--- src/rtl/pc_fetch_if.sv ---
// pc_fetch_if: word-wide instruction-memory request/ready bus between the fetch stage
// (master) and instruction memory (slave).
interface pc_fetch_if;
  logic        memReq;
  logic [31:0] memAddr;
  logic        memReady;
  logic [31:0] memData;

  modport master (
    output memReq,
    output memAddr,
    input  memReady,
    input  memData
  );

  modport slave (
    input  memReq,
    input  memAddr,
    output memReady,
    output memData
  );
endinterface

--- src/rtl/pc_fetch.sv ---
// pc_fetch: IF stage -- program counter, memory handshake, stall skid buffer, redirect/squash.
// Optional misaligned-target trap is built when FETCH_ALIGN_CHECK_EN is defined.
module pc_fetch #(
  parameter logic [31:0] RESET_PC = 32'h0000_0000
) (
  input  logic        clk,
  input  logic        rst,
  input  logic        stall,
  input  logic        branchFlag,
  input  logic [31:0] branchTarget,
  pc_fetch_if.master  mem,
  output logic [31:0] ifPC,
  output logic [31:0] ifInst,
  output logic        ifValid,
  output logic        excFlag
);

  localparam logic [1:0] IDLE = 2'd0;
  localparam logic [1:0] REQ  = 2'd1;
  localparam logic [1:0] BUF  = 2'd2;

  logic [1:0]  state_r, state_s;
  logic        mem_req_r, mem_req_s;
  logic [31:0] mem_addr_r, mem_addr_s;
  logic [31:0] if_pc_r, if_pc_s;
  logic [31:0] if_inst_r, if_inst_s;
  logic        if_valid_r, if_valid_s;
  logic        exc_r, exc_s;
  logic [31:0] buf_pc_r, buf_pc_s;
  logic [31:0] buf_inst_r, buf_inst_s;
  logic        redir_pending_r, redir_pending_s;
  logic [31:0] redir_addr_r, redir_addr_s;
  logic        discard_r, discard_s;
  logic        squash_r, squash_s;

  logic        done_s;
  logic        free_s;
  logic        redir_s;
  logic [31:0] target_s;
  logic [31:0] seq_addr_s;
  logic [31:0] tgt_load_s;
  logic        misalign_s;

`ifdef FETCH_ALIGN_CHECK_EN
  assign tgt_load_s = branchTarget;
  assign misalign_s = redir_s & (target_s[1:0] != 2'b00);
`else
  assign tgt_load_s = branchTarget & 32'hFFFF_FFFC;
  assign misalign_s = 1'b0;
`endif

  // free_s marks an edge where no request stays outstanding, so a new one may be issued
  // Next-state computation for the whole fetch stage
  always_comb begin
    state_s         = state_r;
    mem_req_s       = mem_req_r;
    mem_addr_s      = mem_addr_r;
    if_pc_s         = if_pc_r;
    if_inst_s       = if_inst_r;
    if_valid_s      = if_valid_r;
    exc_s           = exc_r;
    buf_pc_s        = buf_pc_r;
    buf_inst_s      = buf_inst_r;
    redir_pending_s = redir_pending_r;
    redir_addr_s    = redir_addr_r;
    discard_s       = discard_r;
    squash_s        = squash_r;
    free_s          = 1'b0;
    seq_addr_s      = mem_addr_r;
    done_s          = mem_req_r & mem.memReady;
    redir_s         = branchFlag | redir_pending_r;
    target_s        = branchFlag ? tgt_load_s : redir_addr_r;

    if (branchFlag) begin
      redir_pending_s = 1'b1;
      redir_addr_s    = tgt_load_s;
      exc_s           = 1'b0;
    end else begin
      redir_pending_s = redir_pending_r;
    end

    if (!stall && (branchFlag || squash_r)) begin
      if_valid_s = 1'b0;
      if_inst_s  = 32'd0;
      squash_s   = 1'b0;
    end else if (branchFlag) begin
      squash_s = 1'b1;
    end else begin
      squash_s = squash_r;
    end

    case (state_r)
      IDLE: begin
        state_s = REQ;
        free_s  = 1'b1;
      end
      REQ: begin
        if (mem_req_r && !mem.memReady) begin
          discard_s = discard_r | branchFlag;
        end else if (done_s) begin
          discard_s = 1'b0;
          if (discard_r || branchFlag) begin
            free_s = 1'b1;
          end else if (stall) begin
            buf_pc_s   = mem_addr_r;
            buf_inst_s = mem.memData;
            state_s    = BUF;
            mem_req_s  = 1'b0;
          end else begin
            if_pc_s    = mem_addr_r;
            if_inst_s  = mem.memData;
            if_valid_s = 1'b1;
            seq_addr_s = mem_addr_r + 32'd4;
            free_s     = 1'b1;
          end
        end else begin
          free_s = 1'b1;
        end
      end
      BUF: begin
        if (branchFlag) begin
          state_s = REQ;
          free_s  = 1'b1;
        end else if (!stall) begin
          if_pc_s    = buf_pc_r;
          if_inst_s  = buf_inst_r;
          if_valid_s = 1'b1;
          seq_addr_s = buf_pc_r + 32'd4;
          state_s    = REQ;
          free_s     = 1'b1;
        end else begin
          state_s = BUF;
        end
      end
      default: begin
        state_s   = IDLE;
        mem_req_s = 1'b0;
      end
    endcase

    mem_addr_s = (free_s && redir_s) ? target_s : seq_addr_s;

    // Issue decision: trapped, held off by stall, rejected as misaligned, or issued
    if (free_s) begin
      if (exc_s) begin
        mem_req_s = 1'b0;
      end else if (stall) begin
        mem_req_s = 1'b0;
      end else if (misalign_s) begin
        mem_req_s       = 1'b0;
        exc_s           = 1'b1;
        if_pc_s         = target_s;
        if_inst_s       = 32'd0;
        if_valid_s      = 1'b0;
        redir_pending_s = 1'b0;
      end else begin
        mem_req_s       = 1'b1;
        redir_pending_s = 1'b0;
      end
    end else begin
      mem_req_s = mem_req_s;
    end
  end

  // State and output registers
  always_ff @(posedge clk or negedge rst) begin
    if (!rst) begin
      state_r         <= IDLE;
      mem_req_r       <= 1'b0;
      mem_addr_r      <= RESET_PC;
      if_pc_r         <= 32'd0;
      if_inst_r       <= 32'd0;
      if_valid_r      <= 1'b0;
      exc_r           <= 1'b0;
      buf_pc_r        <= 32'd0;
      buf_inst_r      <= 32'd0;
      redir_pending_r <= 1'b0;
      redir_addr_r    <= 32'd0;
      discard_r       <= 1'b0;
      squash_r        <= 1'b0;
    end else begin
      state_r         <= state_s;
      mem_req_r       <= mem_req_s;
      mem_addr_r      <= mem_addr_s;
      if_pc_r         <= if_pc_s;
      if_inst_r       <= if_inst_s;
      if_valid_r      <= if_valid_s;
      exc_r           <= exc_s;
      buf_pc_r        <= buf_pc_s;
      buf_inst_r      <= buf_inst_s;
      redir_pending_r <= redir_pending_s;
      redir_addr_r    <= redir_addr_s;
      discard_r       <= discard_s;
      squash_r        <= squash_s;
    end
  end

  assign mem.memReq  = mem_req_r;
  assign mem.memAddr = mem_addr_r;
  assign ifPC        = if_pc_r;
  assign ifInst      = if_inst_r;
  assign ifValid     = if_valid_r;
  assign excFlag     = exc_r;

endmodule

--- src/flat_wrapper.sv ---
// flat-port wrapper written by rule: the top's interface ports become plain ports
module pc_fetch_flat 
#(
  parameter logic [31:0] RESET_PC = 32'h0000_0000
)
  (clk, rst, stall, branchFlag, branchTarget, ifPC, ifInst, ifValid, excFlag, mem_memReq, mem_memAddr, mem_memReady, mem_memData);
  pc_fetch_if mem_i ();
  input  logic clk;
  input  logic rst;
  input  logic stall;
  input  logic branchFlag;
  input  logic [31:0] branchTarget;
  output logic [31:0] ifPC;
  output logic [31:0] ifInst;
  output logic ifValid;
  output logic excFlag;
  output wire logic [$bits(mem_i.memReq)-1:0] mem_memReq;
  output wire logic [$bits(mem_i.memAddr)-1:0] mem_memAddr;
  input wire logic [$bits(mem_i.memReady)-1:0] mem_memReady;
  input wire logic [$bits(mem_i.memData)-1:0] mem_memData;
  assign mem_memReq = mem_i.memReq;
  assign mem_memAddr = mem_i.memAddr;
  assign mem_i.memReady = mem_memReady;
  assign mem_i.memData = mem_memData;
  pc_fetch #(.RESET_PC(RESET_PC)) u_core (.clk(clk), .rst(rst), .stall(stall), .branchFlag(branchFlag), .branchTarget(branchTarget), .mem(mem_i), .ifPC(ifPC), .ifInst(ifInst), .ifValid(ifValid), .excFlag(excFlag));
endmodule
--- config.mk ---
export PLATFORM = sky130hd
export DESIGN_NAME = pc_fetch_flat
export DESIGN_NICKNAME = d
export VERILOG_FILES = /design/src/rtl/pc_fetch_if.sv /design/src/rtl/pc_fetch.sv /design/src/flat_wrapper.sv
export SDC_FILE = /design/constraint.sdc
export NUM_CORES = 1
export LEC_CHECK = 0
export CAP_MARGIN = 20
export CORE_ASPECT_RATIO = 1.2
export CORE_MARGIN = 2
export CORE_UTILIZATION = 57
export CTS_CLUSTER_DIAMETER = 50
export DETAILED_ROUTE_END_ITERATION = 10
export GPL_ROUTABILITY_DRIVEN = 1
export PLACE_DENSITY = 0.88
export SYNTH_ARGS = -nofsm -noshare
export SYNTH_HDL_FRONTEND = slang
export SYNTH_SLANG_ARGS = --single-unit
--- constraint.sdc ---
create_clock -name clk -period 9.7 [get_ports clk]
set_clock_uncertainty 0.15 [all_clocks]
set_input_delay 1.94 -clock clk [delete_from_list [all_inputs] [get_ports clk]]
set_output_delay 1.94 -clock clk [all_outputs]
set_load 0.01 [all_outputs]
==> metrics.csv <==
stage,metric,value,unit
status,status,"complete, no violations",
worst_setup_path,R2R depth,11,
cts,TritonCTS clock tree,built,
yosys,Syn Area/Cell,11.5,µm²
global_routing,first-pass GRT wire length,38000,µm
sta,post-route clock period utilization,0.485,
cts,Clock Tree Buf Depth,2,
drt,routed wire length,23700,µm
sta,RSZ-0062 raised after global routing,no,
global_routing,GRT Residual Overflow,0,
global_routing,vias in the first global route,7352,
die,Die W,121,µm
sta,Rel. slew slack,0.256,
yosys,asr flop ratio synth,1.00,
die,Starting Density,0.581,
yosys,"Distinct cells, synth",62,
sta,minimum clock period,4.71,ns
sta,Final Hold Fails,0,
yosys,Main synth FF type,dfrtp_1,
worst_setup_path,Setup CP Type,in2reg,
worst_setup_path,critical path launch point type,input pin,
cts,CTS root buf,clkbuf_16,
place,dpl ws,3.89,ns
final_layout,Layout Cells excl Fill,1188,
drt,top routing layer in use,met4,
hold_path,Hold Path Class,reg2reg,
sta,count of final setup violators,0,
die,core area,16200,µm²
cts,clk sinks,200,
power,Total Power,3.60,mW
worst_setup_path,worst r2r dst,u_core.mem.memAddr[22]$_DFFE_PN0P_,
global_routing,initial antenna violation count,0,
final_layout,proportion of layout cells with a drive suffix above 1,0.185,
yosys,number of synthesized register bits,200,
cts,worst skew pair latency,0.44,ns
place,hpwl dp,15300,µm
drt,initial DRC count,728,
hold_path,Hold Path End,u_core.ifInst[15]$_DFF_PN0_,
yosys,Synthesis Warnings,0,
global_routing,largest net degree at the start of global routing,134,
sta,Worst Hold Slack,0.333,ns
run,number of max-cap violations,0,
cts,number of buffers created by CTS,17,
worst_setup_path,Worst EP required,9.87,ns
drt,Initial DRT Pass Iterations,5,
final_layout,ant diodes,0,
drt,post-DR vias/cell,6.10,
drt,met3 WL,1730,µm
yosys,Post-Syn Area,9420,µm²
yosys,Post-synth EDFFs,0,
worst_setup_path,crit path max fanout,33,
sta,Slew Limit Fails,0,
global_routing,total track usage,0.278,
worst_setup_path,worst r2r src,u_core.state_r[0]$_DFFE_PN0P_,
cts,post-cts resize count,0,
drt,DRC Markers,0,
drt,M1 WL,9580,µm
drt,"antenna viol nets, final",0,
die,standard-cell rows,51,
yosys,synthesized instance count,821,
final_layout,Final Util,0.731,
final_layout,final cell area excluding filler cells,11800,µm²
worst_setup_path,"reg-to-reg slack, setup",5.63,ns
sta,setup ws final,4.99,ns
place,gp weighted congestion,0.852,
final_layout,nets,1037,
yosys,sequential area share after synthesis,0.531,
cts,setup bufs post-CTS,0,
cts,H-tree depth,4,
yosys,total nets after synthesis,895,
cts,clock transition at the registers of the reported paths,0.07,ns
sta,Worst-Margin Slew,1.12,ns
die,Die Area,17600,µm²
worst_setup_path,CP endpoint kind,flip-flop,
die,Die H,145,µm
drt,Vias,7252,
cts,"Hold-fix buffers, CTS",0,
sta,FMAX,212,MHz
hold_path,Hold Path Cell Cnt,2,
hold_path,HP Start,u_core.ifInst[15]$_DFF_PN0_,
worst_setup_path,crit path DAT,4.88,ns
drt,met2 WL,11800,µm
power,Lkg Pwr,5.01,nW
die,io pins,168,
place,IO Port Bufs,165,
power,power per cell area,304,nW/µm²
place,area post-placement,11200,µm²
drt,routed length per instance,19.9,µm
place,Placed Cells,1154,
power,VDD IR max,0.202,mV
sta,TNS Setup,0,ns
final_layout,Syn-to-layout area delta,25.7,%
==> power breakdown <==
| part | leakage, nW | total (mW) | internal [mW] | switching (mW) |
|---|---|---|---|---|
| registers | 2.56 | 1.35 | 1.11 | 0.239 |
| clock network | 0.306 | 0.766 | 0.443 | 0.324 |
| logic | 2.14 | 1.48 | 0.685 | 0.799 |
==> cell usage in the layout, fill, tap and decap left out, types with 16 or more instances in the layout <==
master	netlist	routed
nand2_1	83	83
mux2i_1	26	26
clkbuf_16	0	17
dfrtp_1	200	200
clkdlybuf4s50_1	0	163
nand3_1	16	16
nor2_1	35	34
a22oi_1	30	30
a222oi_1	16	16
a21oi_1	22	22
inv_1	16	16
o21ai_0	73	73
mux2_2	114	114
==> sequential cells by signal, indices dropped and copies added, names as in the netlist <==
name,cells
u_core.excFlag,1
u_core.buf_pc_r,32
u_core.mem.memAddr,32
u_core.buf_inst_r,32
u_core.ifInst,32
u_core.ifValid,1
u_core.mem.memReq,1
u_core.discard_r,1
u_core.redir_addr_r,32
u_core.redir_pending_r,1
u_core.squash_r,1
u_core.ifPC,32
u_core.state_r,2
==> worst max-delay path, stage by stage <==
cell,delay (ns)
clkdlybuf4s50_1,0.90
nand2b_1,0.23
nor2_4,0.79
buf_4,0.57
mux2_2,0.41
==> cells by family (layout without fill, tap and decap cells) <==
kind of cell | count (synthesis) | in the layout | share of synthesized area
xor+xnor | 19 | 19 | 0.0177
simple gates | 187 | 187 | 0.101
flops | 200 | 200 | 0.531
compound gates | 200 | 200 | 0.144
fa+ha+maj | 5 | 5 | 0.00664
mux | 140 | 140 | 0.164
buf+inv | 70 | 225 | 0.0353
==> synth_stat cells (2+ instances only) <==
| library cell | n | area [µm²] |
|---|---|---|
| and3b_1 | 3 | 26.3 |
| nand2_1 | 83 | 312 |
| mux2i_1 | 26 | 260 |
| a21o_1 | 5 | 37.5 |
| or3_1 | 3 | 18.8 |
| buf_2 | 29 | 145 |
| a211oi_1 | 3 | 22.5 |
| nand3b_1 | 2 | 15.0 |
| and2_1 | 4 | 25.0 |
| nand4b_4 | 2 | 47.6 |
| a222oi_1 | 16 | 160 |
| nor2_1 | 35 | 131 |
| buf_1 | 3 | 11.3 |
| a32oi_1 | 3 | 26.3 |
| o21ai_0 | 73 | 365 |
| mux2_2 | 114 | 1280 |
| xnor2_1 | 11 | 96.3 |
| dfrtp_1 | 200 | 5000 |
| a22o_1 | 2 | 17.5 |
| nor3_1 | 4 | 20.0 |
| buf_6 | 3 | 33.8 |
| a41oi_1 | 2 | 17.5 |
| and4_1 | 3 | 26.3 |
| o22ai_1 | 12 | 75.1 |
| a31oi_1 | 8 | 50.1 |
| o21ai_2 | 2 | 17.5 |
| nor3b_2 | 3 | 37.5 |
| nand4_1 | 9 | 56.3 |
| inv_1 | 16 | 60.1 |
| xor2_1 | 8 | 70.1 |
| ha_1 | 5 | 62.6 |
| a211o_1 | 2 | 17.5 |
| a21oi_1 | 22 | 110 |
| nand4b_1 | 2 | 17.5 |
| nor2b_1 | 6 | 37.5 |
| nand2b_1 | 5 | 31.3 |
| clkbuf_1 | 18 | 67.6 |
| o22a_1 | 2 | 17.5 |
| a31o_2 | 2 | 17.5 |
| a22oi_1 | 30 | 225 |
| nand3_1 | 16 | 80.1 |
| o21ai_1 | 4 | 20.0 |
==> layer usage <==
layer  track usage  vias to the layer above
met5             0                        -
met4         0.108                        0
met3        0.0666                       39
met2         0.469                      322
met1         0.348                     3609
li1              -                     3282
==> how the worst max path moves through the flow <==
stage / from / endpoint / slack (ns) / cells after the start
6_report: stall / u_core.buf_pc_r[6]$_DFFE_PN0P_ / 4.99 / 5
2_1_floorplan: stall / u_core.mem.memAddr[13]$_DFFE_PN0P_ / 6.08 / 8
3_5_place_dp: stall / u_core.mem.memAddr[23]$_DFFE_PN0P_ / 3.89 / 7
4_1_cts: stall / u_core.mem.memAddr[23]$_DFFE_PN0P_ / 4.35 / 7
5_1_grt: stall / u_core.buf_pc_r[6]$_DFFE_PN0P_ / 4.83 / 5
3_3_place_gp: stall / u_core.mem.memAddr[31]$_DFFE_PN0P_ / 4.12 / 7
==> cell type report <==
class,instances,area [µm²]
fill,1111,4360
sequential,200,5000
timing repair buffer,177,1760
inverter,16,60.1
tap,212,265
clock inverter,13,195
clock buffer,19,443
multi-input combinational,551,4120
Power figures use the tool's default switching activity.
